## config.mk

```make
export PLATFORM = sky130hd
export DESIGN_NAME = ym2610_dac_rx
export DESIGN_NICKNAME = d
export VERILOG_FILES = /design/src/rtl/ym2610_pkg.sv /design/src/rtl/ym_float_decode.sv /design/src/rtl/ym2610_dac_rx.sv
export SDC_FILE = /design/constraint.sdc
export NUM_CORES = 1
export LEC_CHECK = 0
export BUFFER_PORTS_ARGS = -buffer_cell sky130_fd_sc_hd__buf_2
export CAP_MARGIN = 20
export CORE_MARGIN = 10
export CORE_UTILIZATION = 30
export DETAILED_ROUTE_END_ITERATION = 7
export GPL_ROUTABILITY_DRIVEN = 0
export PLACE_DENSITY = 0.5
export SLEW_MARGIN = 30
export SYNTH_ARGS = -nofsm -noshare
export SYNTH_HDL_FRONTEND = slang
export SYNTH_SLANG_ARGS = --single-unit
```

## constraint.sdc

```tcl
create_clock -name clk -period 3.3 [get_ports clk]
set_clock_uncertainty 0.1 [all_clocks]
set_input_delay 0.33 -clock clk [delete_from_list [all_inputs] [get_ports clk]]
set_output_delay 0.33 -clock clk [all_outputs]
set_load 0.01 [all_outputs]
```

## src/rtl/ym2610_pkg.sv

```systemverilog
// Shared constants and types for the YM2610 serial DAC receiver.
package ym2610_pkg;
  localparam int WORD_BITS = 16;
  localparam int MANT_LSB  = 3;
  localparam int MANT_W    = 10;
  localparam int EXP_LSB   = 13;
  localparam int EXP_W     = 3;

  typedef enum logic {ALIGN = 1'b0, RUN = 1'b1} rx_state_t;
endpackage

```

## src/rtl/ym_float_decode.sv

```systemverilog
// Combinational YM3016-format float word to signed 16-bit linear PCM.
module ym_float_decode
  import ym2610_pkg::*;
(
  input  logic [15:0] word_i,
  output logic [15:0] pcm_o
);
  logic [MANT_W-1:0] mant;
  logic [EXP_W-1:0]  expo;
  logic [15:0]       mant_sx;
  logic              unused_ok;

  // Mantissa is offset binary: flipping the MSB yields two's complement.
  assign mant      = word_i[MANT_LSB +: MANT_W] ^ 10'h200;
  assign expo      = word_i[EXP_LSB +: EXP_W];
  assign mant_sx   = {{(16-MANT_W){mant[MANT_W-1]}}, mant};
  assign unused_ok = &{1'b0, word_i[MANT_LSB-1:0]};

  always_comb begin
    pcm_o = 16'h0000;
    if (expo != '0) pcm_o = mant_sx << (expo - 3'd1);
  end
endmodule

```

## src/rtl/ym2610_dac_rx.sv

```systemverilog
// Captures the YM2610 serial DAC stream and emits decoded L/R PCM pairs.
module ym2610_dac_rx #(
  parameter int WORD_BITS   = 16,
  parameter int SYNC_STAGES = 2
) (
  input  logic        clk,
  input  logic        reset,
  input  logic        enable,
  input  logic        dac_clk_in,
  input  logic        dac_data_in,
  input  logic        dac_sh1_in,
  input  logic        dac_sh2_in,
  output logic [15:0] sample_left,
  output logic [15:0] sample_right,
  output logic        sample_valid,
  input  logic        sample_ready,
  output logic        overrun,
  output logic        frame_error,
  input  logic        status_clear
);
  import ym2610_pkg::*;

  // Bit order in sync vectors: 0 dclk, 1 data, 2 sh1, 3 sh2.
  logic [SYNC_STAGES-1:0][3:0] sync_q, sync_d;
  logic [3:0] sync_out;
  logic [2:0] last_q, last_d, ev_q, ev_d;
  logic       data_q, data_d;

  logic [WORD_BITS-1:0] shift_q, shift_d;
  logic [4:0]           bit_cnt_q, bit_cnt_d, cnt_inc;
  logic [15:0]          left_hold_q, left_hold_d, dec_word;
  logic                 pending_q, pending_d;
  rx_state_t            state_q, state_d;

  logic [15:0] left_q, left_d, right_q, right_d;
  logic        valid_q, valid_d, overrun_q, overrun_d, ferr_q, ferr_d;
  logic        dclk_rise, sh1_fall, sh2_fall, word_ok, pair_form, frame_set;

  assign sync_out  = sync_q[SYNC_STAGES-1];
  assign dclk_rise = ev_q[0];
  assign sh1_fall  = ev_q[1];
  assign sh2_fall  = ev_q[2];

  always_comb begin
    sync_d[0] = {dac_sh2_in, dac_sh1_in, dac_data_in, dac_clk_in};
    for (int i = 1; i < SYNC_STAGES; i++) sync_d[i] = sync_q[i-1];
    last_d = {sync_out[3], sync_out[2], sync_out[0]};
    ev_d   = {last_q[2] & ~sync_out[3], last_q[1] & ~sync_out[2], ~last_q[0] & sync_out[0]};
    data_d = sync_out[1];
  end

  // A bit captured alongside a strobe still belongs to the word being closed.
  always_comb begin
    shift_d   = dclk_rise ? {data_q, shift_q[WORD_BITS-1:1]} : shift_q;
    cnt_inc   = (dclk_rise && bit_cnt_q != 5'd31) ? bit_cnt_q + 5'd1 : bit_cnt_q;
    bit_cnt_d = (sh1_fall || sh2_fall) ? 5'd0 : cnt_inc;
    word_ok   = (cnt_inc == 5'(WORD_BITS));
  end

  ym_float_decode u_dec (.word_i(shift_d), .pcm_o(dec_word));

  // FSM next state
  always_comb begin
    state_d = state_q;
    if (!enable)                         state_d = ALIGN;
    else if (state_q == ALIGN && sh2_fall) state_d = RUN;
  end

  // FSM outputs
  always_comb begin
    left_hold_d = left_hold_q;
    pending_d   = pending_q;
    pair_form   = 1'b0;
    frame_set   = 1'b0;
    if (!enable || state_q == ALIGN) begin
      pending_d = 1'b0;
    end else if (sh1_fall && sh2_fall) begin
      frame_set = 1'b1;
      pending_d = 1'b0;
    end else if (sh1_fall) begin
      if (word_ok) begin
        left_hold_d = dec_word;
        pending_d   = 1'b1;
      end else begin
        frame_set = 1'b1;
        pending_d = 1'b0;
      end
    end else if (sh2_fall) begin
      pair_form = word_ok && pending_q;
      frame_set = !word_ok;
      pending_d = 1'b0;
    end
  end

  always_comb begin
    left_d    = left_q;
    right_d   = right_q;
    valid_d   = valid_q && !sample_ready;
    overrun_d = overrun_q && !status_clear;
    ferr_d    = (ferr_q && !status_clear) || frame_set;
    if (pair_form) begin
      if (!valid_q || sample_ready) begin
        left_d  = left_hold_q;
        right_d = dec_word;
        valid_d = 1'b1;
      end else begin
        overrun_d = 1'b1;
      end
    end
  end

  always_ff @(posedge clk) begin
    if (reset) begin
      sync_q      <= '0;
      last_q      <= '0;
      ev_q        <= '0;
      data_q      <= 1'b0;
      shift_q     <= '0;
      bit_cnt_q   <= '0;
      left_hold_q <= '0;
      pending_q   <= 1'b0;
      state_q     <= ALIGN;
      left_q      <= '0;
      right_q     <= '0;
      valid_q     <= 1'b0;
      overrun_q   <= 1'b0;
      ferr_q      <= 1'b0;
    end else begin
      sync_q      <= sync_d;
      last_q      <= last_d;
      ev_q        <= ev_d;
      data_q      <= data_d;
      shift_q     <= shift_d;
      bit_cnt_q   <= bit_cnt_d;
      left_hold_q <= left_hold_d;
      pending_q   <= pending_d;
      state_q     <= state_d;
      left_q      <= left_d;
      right_q     <= right_d;
      valid_q     <= valid_d;
      overrun_q   <= overrun_d;
      ferr_q      <= ferr_d;
    end
  end

  assign sample_left  = left_q;
  assign sample_right = right_q;
  assign sample_valid = valid_q;
  assign overrun      = overrun_q;
  assign frame_error  = ferr_q;
endmodule
```

==> results of run 1 <==
## sequential cells by signal, summed over array words and instances, names as in the netlist, 3 cells and up
signal	flops
bit_cnt_q	5
ev_q	3
last_q	3
left_hold_q	16
sample_left	16
sample_right	16
shift_q	13
sync_d	4
sync_out	4
## stage by stage
stage / setup WS, ps / cell area [um2]
after global placement: 578 / 4350
after CTS: 523 / 4620
after global routing: 311 / 4620
after floorplan: 184 / 3980
after detailed placement: 536 / 4350
final: 524 / 4620
## layout make-up
type	instances	area, um2
Tap cell	176	220
Clock buffer	11	243
Inverter	4	15.0
Timing Repair Buffer	55	305
Sequential cell	86	1720
Clock inverter	4	23.8
Fill cell	1384	8520
Multi-Input combinational cell	309	2090
## power by group through the flow
stage / clock (mW) / combinational, mW / sequential (mW)
3_3_place_gp: 0 / 0.0440 / 1.07
6_report: 0.924 / 0.0440 / 1.05
2_1_floorplan: 0 / 0.0340 / 1.07
3_5_place_dp: 0 / 0.0447 / 1.07
4_1_cts: 0.960 / 0.0447 / 1.05
5_1_grt: 1.00 / 0.0497 / 1.05
## cell usage in the layout, fill, tap and decap left out, drive strengths merged, types with 2 or more instances in the layout
cell	count
clkinv	4
nor3	3
nand3b	3
nor4	3
mux2	11
inv	4
nand2	16
buf	55
or3	2
or2	3
nand4	4
nor2	44
a211oi	15
dfxtp	86
o21ai	31
o31ai	2
ha	4
a32oi	2
o22ai	6
o2111ai	2
and3b	2
nor3b	4
a21oi	40
nor2b	16
clkbuf	11
nand3	23
mux2i	41
a22oi	3
a221o	2
nand2b	9
## kinds of logic after synthesis
logic type	count (synthesis)	synth area share, %
simple gates	137	19.3
compound gates	112	17.1
flops	86	43.3
mux	53	14.1
buf+inv	36	4.28
fa+ha+maj	5	1.54
xor+xnor	2	0.440
## critical path, cell delays in order, from the launching register on
cell and delay [ps]:
sky130_fd_sc_hd__dfxtp_1 350, sky130_fd_sc_hd__ha_1 220, sky130_fd_sc_hd__and3_1 180, sky130_fd_sc_hd__ha_1 190
sky130_fd_sc_hd__nand2b_4 190, sky130_fd_sc_hd__o21a_4 270, sky130_fd_sc_hd__or4_4 540, sky130_fd_sc_hd__buf_4 260
sky130_fd_sc_hd__nor2_8 190, sky130_fd_sc_hd__mux2i_1 210
## worst paths after layout
| check | from | end | slack [ps] |
|---|---|---|---|
| min reg2reg | last_q[0] | ev_q[0] | 290 |
| min | dac_data_in | sync_d[5] | 100 |
| max | bit_cnt_q[0] | sample_right[3] | 520 |
| max reg2reg | bit_cnt_q[0] | sample_right[3] | 520 |
## per-layer routing
metal	global-route usage [%]	wire length (um)
met1	14.7	4880
met2	17.0	4330
met3	4.27	603
met4	3.41	150
met5	0	0
==> summary.txt, run 1 <==
Run status
  • Outcome: completed

CTS
  • Hold bufs inserted after CTS: 0
  • Maximum buffer depth of the clock tree: 2
  • Register clock-pin slew on the reported worst setup and hold paths: 60 ps
  • Clock buffer count from CTS: 9
  • Skew-Pair Late Insertion Delay: 340 ps
  • Clock tree from TritonCTS: done
  • H-tree Lvls: 3
  • Sinks on Clock Net: 86
  • Total of cells resized after clock tree synthesis: 0
  • Post-CTS Setup Inserts: 0
  • Root cell of the clock tree: sky130_fd_sc_hd__clkbuf_16

Logic synthesis
  • Count of distinct cell types in the synthesized netlist: 52
  • Fraction of post-synthesis cell area in the top cell type by area: 43.3%
  • Predominant post-synthesis flop cell: sky130_fd_sc_hd__dfxtp_1
  • Yosys Warn Count: 0
  • Synthesized area per cell: 9.23 um2
  • Flip-flop and latch count after synthesis: 86
  • Sequential element share of the synthesized area: 43.3%
  • Cell taking the most area after synthesis: sky130_fd_sc_hd__dfxtp_1
  • Post-synth EDFFs: 0
  • Async set-or-reset flop fraction in the synthesized netlist: 0%
  • Main area contributors after synthesis: sky130_fd_sc_hd__dfxtp_1, sky130_fd_sc_hd__mux2i_1, sky130_fd_sc_hd__a21oi_1
  • Summed instance area of the synthesized netlist: 3980 um2
  • Most frequent cell after synthesis: sky130_fd_sc_hd__dfxtp_1
  • Commonest cells in the netlist: sky130_fd_sc_hd__dfxtp_1, sky130_fd_sc_hd__nor2_1, sky130_fd_sc_hd__mux2i_1, sky130_fd_sc_hd__a21oi_1, sky130_fd_sc_hd__o21ai_0
  • Net count after synthesis: 444
  • Gate count after technology mapping: 431

STA
  • Slew at the pin with the worst max-slew slack: 853 ps
  • Final-report setup violation count: 0
  • Number of failing hold endpoints at the final stage: 0
  • Worst hold-check slack: 97.0 ps
  • Fin crit period: 2780 ps
  • Setup total negative slack: 0 ps
  • Unrepaired setup endpoints after global routing: false
  • Remaining max-slew budget at the tightest pin: 43.0%
  • Share of the clock period used by the worst path: 84.1%
  • Max Freq: 360 MHz
  • Number of pins with negative max-slew slack in the final report: 0

Layout
  • Post-synthesis to final-layout area growth: 16.0%
  • Number of diodes: 0
  • Net count of the finished layout: 478
  • Final cell count without fillers: 645
  • Util after Layout: 35.1%
  • Proportion of layout cells with a drive suffix above 1: 19.4%

Routing
  • DRC Markers: 0
  • Overall via count from detail_route: 3228
  • First-pass iteration count of the detailed router: 5
  • Antenna viol nets, final: 0
  • Via density per instance: 5.00
  • Wire per inst: 15.4 um
  • Wirelength, routed: 9960 um
  • DRC violation total after the first TritonRoute iteration: 251

Power
  • Portion of total power attributed to sequential cells: 52.0%
  • Switch share: 21.4%
  • Internal power consumption: 1.59 mW
  • Lkg Pwr: 1.65 nW
  • Pwr Total: 2.02 mW
  • Max VDD drop: 274 uV
  • Net switching component of the power: 0.431 mW
  • Part of the power in the clock network: 45.8%
  • Fraction of power consumed by combinational cells: 2.2%
  • Pwr per Cell Area: 437 nW/um2

Global route
  • Largest net degree at the start of global routing: 40
  • Total global routing track utilization: 11.3%
  • Sum of overflow across all layers after global routing: 0
  • Number of antenna violations at the first check in global routing: 0
  • Via count of the first global-routing pass: 3228
  • First-pass GRT wire length: 16700 um

Setup path
  • Kind of launch point of the worst setup path: register
  • Worst-path maximum fanout: 30
  • Data required time of the worst path: 3470 ps
  • Critical path class: reg -> reg
  • Crit path capture type: register
  • Worst-case reg-to-reg path depth: 9
  • Arrival time at the worst endpoint: 2950 ps

Die
  • Core outline area: 13100 um2
  • Effective utilization at floorplan: 30.3%
  • Full die area: 18300 um2
  • Vertical die dimension: 135 um
  • Standard-cell row count: 42
  • Width of the chip: 135 um
  • Io pins: 44

Place
  • Port bufs: 43
  • Total placed cells including tap cells: 630
  • DPL Wire Length: 7150 um

Min path
  • Cells on Worst Hold Path: 2
  • Class of the worst hold path: in -> reg

Flow run
  • Number of violations of the max-capacitance limit: 0
No activity file was read; power rests on OpenSTA's default activity.
==> run 2, diff against run 1 <==
--- a/config.mk
+++ b/config.mk
@@ -11,7 +11,7 @@
 export CORE_UTILIZATION = 30
 export DETAILED_ROUTE_END_ITERATION = 7
 export GPL_ROUTABILITY_DRIVEN = 0
-export PLACE_DENSITY = 0.5
+export PLACE_DENSITY = 0.48
 export SLEW_MARGIN = 30
 export SYNTH_ARGS = -nofsm -noshare
 export SYNTH_HDL_FRONTEND = slang
==> constraint.sdc (replaced) <==
create_clock -name clk -period 2.85 [get_ports clk]
set_clock_uncertainty 0.1 [all_clocks]
set_input_delay 0.285 -clock clk [delete_from_list [all_inputs] [get_ports clk]]
set_output_delay 0.285 -clock clk [all_outputs]
set_load 0.01 [all_outputs]
==> run 2 against run 1 <==
  * Power rose by 22%
  * Clock power grew 29%
  * Final area is 2.9% higher
  * Worst hold slack got worse by 49 ps
  * Critical path depth is 1 lower
  * Non-clock buffer count up 7
  * First-iteration DRC count decreased by 9.2%
==> summary.txt, run 2 (same netlist as run 1, synthesis figures left out) <==
Layout
  • Post-synthesis to final-layout area growth: 19.4%
  • Final cell count without fillers: 653 (+1.2%)
  • Leading cell type in the layout, fill and taps excluded: sky130_fd_sc_hd__dfxtp_1
  • Net count of the finished layout: 485 (+1.5%)
  • Fillcell total: 1388 (+0.29%)
  • Post-route standard cell area excluding fillers: 4750 um2 (+2.9%)
  • Proportion of layout cells with a drive suffix above 1: 21.4% (+2.0 points)
  • Util after Layout: 36.2% (+1.0 points)
  • Commonest cells after routing, fill and taps aside: sky130_fd_sc_hd__dfxtp_1, sky130_fd_sc_hd__buf_2, sky130_fd_sc_hd__nor2_1
  • Number of diodes: 0 (unchanged)
  • Multi-input combinational cell area: 2090 um2 (+0.30%)
  • Flip-flop and latch area: 1720 um2 (unchanged)

Min path
  • Class of the worst hold path: in -> reg
  • Hold Startpoint: dac_data_in

Die
  • Effective utilization at floorplan: 30.3% (unchanged)
  • Standard-cell row count: 42 (unchanged)
  • Core outline area: 13100 um2 (unchanged)
  • Vertical die dimension: 135 um (unchanged)
  • Io pins: 44 (unchanged)
  • Full die area: 18300 um2 (unchanged)
  • Width of the chip: 135 um (unchanged)

Setup path
  • Crit path capture type: register
  • Capture point of the worst path: frame_error
  • Critical path class: reg -> reg
  • Timing startpoint of the critical path: bit_cnt_q[0]
  • Worst setup slack for register-to-register paths: 180 ps (-350 ps)
  • Kind of launch point of the worst setup path: register
  • Data required time of the worst path: 2990 ps (-480 ps)
  • Arrival time at the worst endpoint: 2810 ps (-140 ps)
  • Source of the worst register-to-register timing path: bit_cnt_q[0]
  • Capturing point of the worst reg2reg path: frame_error
  • Worst-path maximum fanout: 7 (-77%)
  • Worst-case reg-to-reg path depth: 8 (-1)

STA
  • Number of failing hold endpoints at the final stage: 0 (unchanged)
  • Worst hold-check slack: 47.8 ps (-49.3 ps)
  • Setup total negative slack: 0 ps (unchanged)
  • Remaining max-slew budget at the tightest pin: 43.4% (+0.41 points)
  • Unrepaired setup endpoints after global routing: false
  • Share of the clock period used by the worst path: 93.8% (+9.6 points)
  • Final setup margin: 178 ps (-346 ps)
  • Fin crit period: 2670 ps (-104 ps)
  • Max Freq: 374 MHz (+3.9%)
  • Number of pins with negative max-slew slack in the final report: 0 (unchanged)
  • Final-report setup violation count: 0 (unchanged)
  • Slew at the pin with the worst max-slew slack: 846 ps (-6.15 ps)

Place
  • Post-DP Area: 4410 um2 (+1.4%)
  • Total placed cells including tap cells: 636 (+0.95%)
  • Port bufs: 43 (unchanged)
  • Worst slack at placement: 82.0 ps (-454 ps)
  • DPL Wire Length: 7000 um (-2.2%)

Routing
  • Wire per inst: 15.6 um (+0.75%)
  • First-pass iteration count of the detailed router: 4 (-1)
  • Overall via count from detail_route: 3248 (+0.62%)
  • DRC Markers: 0 (unchanged)
  • Via density per instance: 4.97 (-0.61%)
  • Wirelength, routed: 10200 um (+2.0%)
  • Antenna viol nets, final: 0 (unchanged)
  • DRC violation total after the first TritonRoute iteration: 228 (-9.2%)

Global route
  • Number of antenna violations at the first check in global routing: 0 (unchanged)
  • Sum of overflow across all layers after global routing: 0 (unchanged)
  • Total global routing track utilization: 11.2% (-0.085 points)
  • First-pass GRT wire length: 16600 um (-0.46%)
  • Via count of the first global-routing pass: 3177 (-1.6%)
  • Largest net degree at the start of global routing: 37 (-7.5%)

Power
  • Pwr per Cell Area: 517 nW/um2 (+18%)
  • Max VDD drop: 303 uV (+11%)
  • Pwr Total: 2.46 mW (+22%)
  • Lkg Pwr: 1.70 nW (+2.8%)

CTS
  • Clock buffer count from CTS: 9 (unchanged)
  • Clock tree from TritonCTS: done
  • Skew-Pair Late Insertion Delay: 350 ps (about the same)
  • Maximum buffer depth of the clock tree: 2 (unchanged)
  • Register clock-pin slew on the reported worst setup and hold paths: 60 ps (about the same)
  • H-tree Lvls: 3 (unchanged)
  • Root cell of the clock tree: sky130_fd_sc_hd__clkbuf_16
  • Hold bufs inserted after CTS: 0 (unchanged)
  • Sinks on Clock Net: 86 (unchanged)

Flow run
  • Number of violations of the max-capacitance limit: 0 (unchanged)

Run status
  • Outcome: completed
## run 2: changes by cell type in the layout (fill, tap and decap cells not counted), sizes merged
| cell | delta |
|---|---|
| buf | +6 |
| bufinv | +1 |
| clkbuf | -1 |
| clkinv | -3 |
| clkinvlp | +4 |
| inv | +1 |
## run 2: cell type report
cell class                 instances  area share [%]
timing repair buffer              62            8.43
clock buffer                       9            4.74
multi-input combinational        309            44.1
clock inverter                     7            1.55
inverter                           4           0.316
sequential                        86            36.2
tap                              176            4.64
## run 2: worst min path at each step
stage                 to  slack (ps)  cells after the start
6_report       sync_d[5]          50                      2
5_1_grt        sync_d[4]          50                      2
4_1_cts        sync_d[6]          30                      2
3_5_place_dp     ev_q[0]         270                      1
3_3_place_gp     ev_q[0]         270                      1
2_1_floorplan    ev_q[0]         270                      1
## run 2: metal layers
layer	vias up	GRT usage (%)	part of all wire, %
met5	-	0	0
met4	0	3.35	0.97
met3	11	4.49	5.8
met2	68	16.3	44
met1	1526	14.9	50
li1	1643	-	-
## run 2: worst max-delay path, cell delays in order, from the launching register on
cell	delay [ps]
sky130_fd_sc_hd__dfxtp_1	350
sky130_fd_sc_hd__ha_1	230
sky130_fd_sc_hd__and3_1	190
sky130_fd_sc_hd__ha_1	180
sky130_fd_sc_hd__nand2b_4	190
sky130_fd_sc_hd__mux2i_2	220
sky130_fd_sc_hd__or4_4	570
sky130_fd_sc_hd__maj3_2	330
sky130_fd_sc_hd__a22o_1	200
## run 2: power breakdown
part           internal [mW]  switching, mW  total, mW  leakage [nW]
Combinational         0.0205         0.0328     0.0533         0.871
Clock                  0.680          0.511       1.19         0.134
Sequential              1.21        0.00374       1.21         0.695
Total                   1.91          0.548       2.46          1.70
## run 2: timing repair
item	in CTS	in global routing
setup endpoints to repair	0	44
setup buffers	0	0
gates resized for setup	0	4
==> run 3, diff against run 2 <==
--- a/config.mk
+++ b/config.mk
@@ -8,10 +8,10 @@
 export BUFFER_PORTS_ARGS = -buffer_cell sky130_fd_sc_hd__buf_2
 export CAP_MARGIN = 20
 export CORE_MARGIN = 10
-export CORE_UTILIZATION = 30
+export CORE_UTILIZATION = 35
 export DETAILED_ROUTE_END_ITERATION = 7
 export GPL_ROUTABILITY_DRIVEN = 0
-export PLACE_DENSITY = 0.48
+export PLACE_DENSITY = 0.54
 export SLEW_MARGIN = 30
 export SYNTH_ARGS = -nofsm -noshare
 export SYNTH_HDL_FRONTEND = slang
==> run 3 against run 2 <==
  * Largest power group unchanged
  * Sequential share of layout area rose by 0.57 points
  * Sequential power is essentially flat
  * Final area decreased by 1.6%
  * Critical path type unchanged
  * Global-route usage up 0.93 points
  * Combinational power shrank 2%
  * Via count shrank 0.34%
  * Maximum frequency is 0.59% lower
==> summary.txt, run 3 (same netlist as run 1, synthesis figures left out) <==
STA
  • Number of pins with negative max-slew slack in the final report: 0 (unchanged)
  • Max Freq: 372 MHz (-0.59%)
  • Fin crit period: 2690 ps (+15.9 ps)
  • Remaining max-slew budget at the tightest pin: 42.7% (-0.78 points)
  • Unrepaired setup endpoints after global routing: false
  • Slew at the pin with the worst max-slew slack: 858 ps (+11.7 ps)
  • Final-report setup violation count: 0 (unchanged)
  • Share of the clock period used by the worst path: 94.3% (+0.56 points)
  • Setup total negative slack: 0 ps (unchanged)
  • Number of failing hold endpoints at the final stage: 0 (unchanged)

CTS
  • Hold bufs inserted after CTS: 0 (unchanged)
  • H-tree Lvls: 3 (unchanged)
  • Skew-Pair Late Insertion Delay: 340 ps (about the same)
  • Clock tree from TritonCTS: done
  • Total of cells resized after clock tree synthesis: 0 (unchanged)
  • Sinks on Clock Net: 86 (unchanged)
  • Root cell of the clock tree: sky130_fd_sc_hd__clkbuf_16
  • Register clock-pin slew on the reported worst setup and hold paths: 60 ps (about the same)
  • Clock buffer count from CTS: 9 (unchanged)
  • Post-CTS Setup Inserts: 0 (unchanged)
  • Maximum buffer depth of the clock tree: 2 (unchanged)

Die
  • Core outline area: 11000 um2 (-16%)
  • Io pins: 44 (unchanged)
  • Standard-cell row count: 38 (-9.5%)
  • Vertical die dimension: 127 um (-6.3%)
  • Full die area: 16000 um2 (-12%)
  • Width of the chip: 127 um (-6.3%)
  • Effective utilization at floorplan: 36.2% (+5.9 points)

Layout
  • Fillcell total: 1077 (-22%)
  • Util after Layout: 42.6% (+6.4 points)
  • Post-synthesis to final-layout area growth: 17.5%
  • Leading cell type in the layout, fill and taps excluded: sky130_fd_sc_hd__dfxtp_1
  • Proportion of layout cells with a drive suffix above 1: 20.8% (-0.54 points)
  • Final cell count without fillers: 615 (-5.8%)
  • Multi-input combinational cell area: 2090 um2 (unchanged)
  • Commonest cells after routing, fill and taps aside: sky130_fd_sc_hd__dfxtp_1, sky130_fd_sc_hd__buf_2, sky130_fd_sc_hd__nor2_1
  • Net count of the finished layout: 483 (-0.41%)
  • Flip-flop and latch area: 1720 um2 (unchanged)
  • Number of diodes: 0 (unchanged)

Global route
  • Via count of the first global-routing pass: 3147 (-0.94%)
  • Number of antenna violations at the first check in global routing: 0 (unchanged)
  • Total global routing track utilization: 12.1% (+0.93 points)
  • Sum of overflow across all layers after global routing: 0 (unchanged)
  • Largest net degree at the start of global routing: 49 (+32%)
  • First-pass GRT wire length: 16100 um (-2.7%)

Power
  • Pwr Total: 2.47 mW (+0.56%)
  • Max VDD drop: 392 uV (+30%)
  • Pwr per Cell Area: 529 nW/um2 (+2.2%)
  • Lkg Pwr: 1.69 nW (-0.52%)

Place
  • DPL Wire Length: 6770 um (-3.2%)
  • Port bufs: 43 (unchanged)
  • Total placed cells including tap cells: 599 (-5.8%)

Setup path
  • Cell breakdown of the critical path: ha_1 -> and3_1 -> ha_1 -> nand2b_4 -> o21a_4 -> or4_4 -> buf_6 -> nor2_8 -> mux2i_1
  • Crit path capture type: register
  • Data required time of the worst path: 3020 ps (+30 ps)
  • Kind of launch point of the worst setup path: register
  • Worst-path maximum fanout: 30 (+23)
  • Total buffers and inverters traversed by the critical path: 1 (+1)
  • Arrival time at the worst endpoint: 2860 ps (+50 ps)
  • Critical path class: reg -> reg
  • Family with the most delay on the worst path: simple AND/OR/NAND/NOR gates
  • Worst path most repeated cell: sky130_fd_sc_hd__ha_1
  • Crit-path slowest cell: sky130_fd_sc_hd__or4_4
  • Largest stage delay on the critical path: 550 ps (-20 ps)

Routing
  • First-pass iteration count of the detailed router: 4 (unchanged)
  • DRC violation total after the first TritonRoute iteration: 245 (+7.5%)
  • Antenna viol nets, final: 0 (unchanged)
  • Wire per inst: 15.6 um (+0.46%)
  • Wirelength, routed: 9610 um (-5.4%)
  • Via density per instance: 5.26 (+5.8%)
  • DRC Markers: 0 (unchanged)
  • Overall via count from detail_route: 3237 (-0.34%)

Min path
  • Class of the worst hold path: in -> reg

Flow run
  • Number of violations of the max-capacitance limit: 0 (unchanged)

Run status
  • Outcome: completed
-- run 3: changes by cell type in the layout (fill, tap and decap cells not counted) --
cell and delta:
sky130_fd_sc_hd__inv_6 -1, sky130_fd_sc_hd__buf_6 +1, sky130_fd_sc_hd__clkinvlp_4 -3, sky130_fd_sc_hd__buf_12 -1, sky130_fd_sc_hd__clkbuf_8 +2, sky130_fd_sc_hd__clkbuf_16 -1, sky130_fd_sc_hd__clkinv_2 -1, sky130_fd_sc_hd__buf_4 -1
sky130_fd_sc_hd__clkinv_4 +2, sky130_fd_sc_hd__clkbuf_1 +1
-- run 3: layout make-up --
cell class | instances | share of cell area (%)
clock inverters | 4 | 1.18
well taps | 140 | 3.75
clock buffers | 12 | 5.48
inverters | 4 | 0.321
multi-input cells | 309 | 44.8
repair buffers | 60 | 7.68
flip-flops and latches | 86 | 36.8
-- run 3: worst paths after layout --
path / from / end / slack (ps) / cells after the start
hold reg to reg: last_q[0] / ev_q[0] / 280 / 1
setup / recovery: bit_cnt_q[0] / left_hold_q[15] / 160 / 9
hold / removal: dac_sh1_in / sync_d[6] / 60 / 2
setup reg to reg: bit_cnt_q[0] / left_hold_q[15] / 160 / 9
-- run 3: metal layers --
metal,track usage [%],share of wire [%],up-vias
li1,-,-,1644
met1,16.7,51,1502
met2,17.5,43,79
met3,3.50,5.0,12
met4,4.29,1.6,0
met5,0,0,-
-- run 3: where the power goes --
group	switching, mW	internal (mW)
Clock	0.476	0.730
Sequential	0.00364	1.21
Combinational	0.0324	0.0197
-- run 3: per-stage QoR --
| stage | area [um2] | setup slack [ps] | hold WS (ps) |
|---|---|---|---|
| 5_1_grt | 4680 | 20.2 | 60.5 |
| 4_1_cts | 4670 | 95.6 | 43.1 |
| 6_report | 4680 | 162 | 55.3 |
| 3_5_place_dp | 4360 | 103 | 276 |
| 3_3_place_gp | 4360 | 169 | 273 |
| 2_1_floorplan | 3990 | 6.14 | 267 |
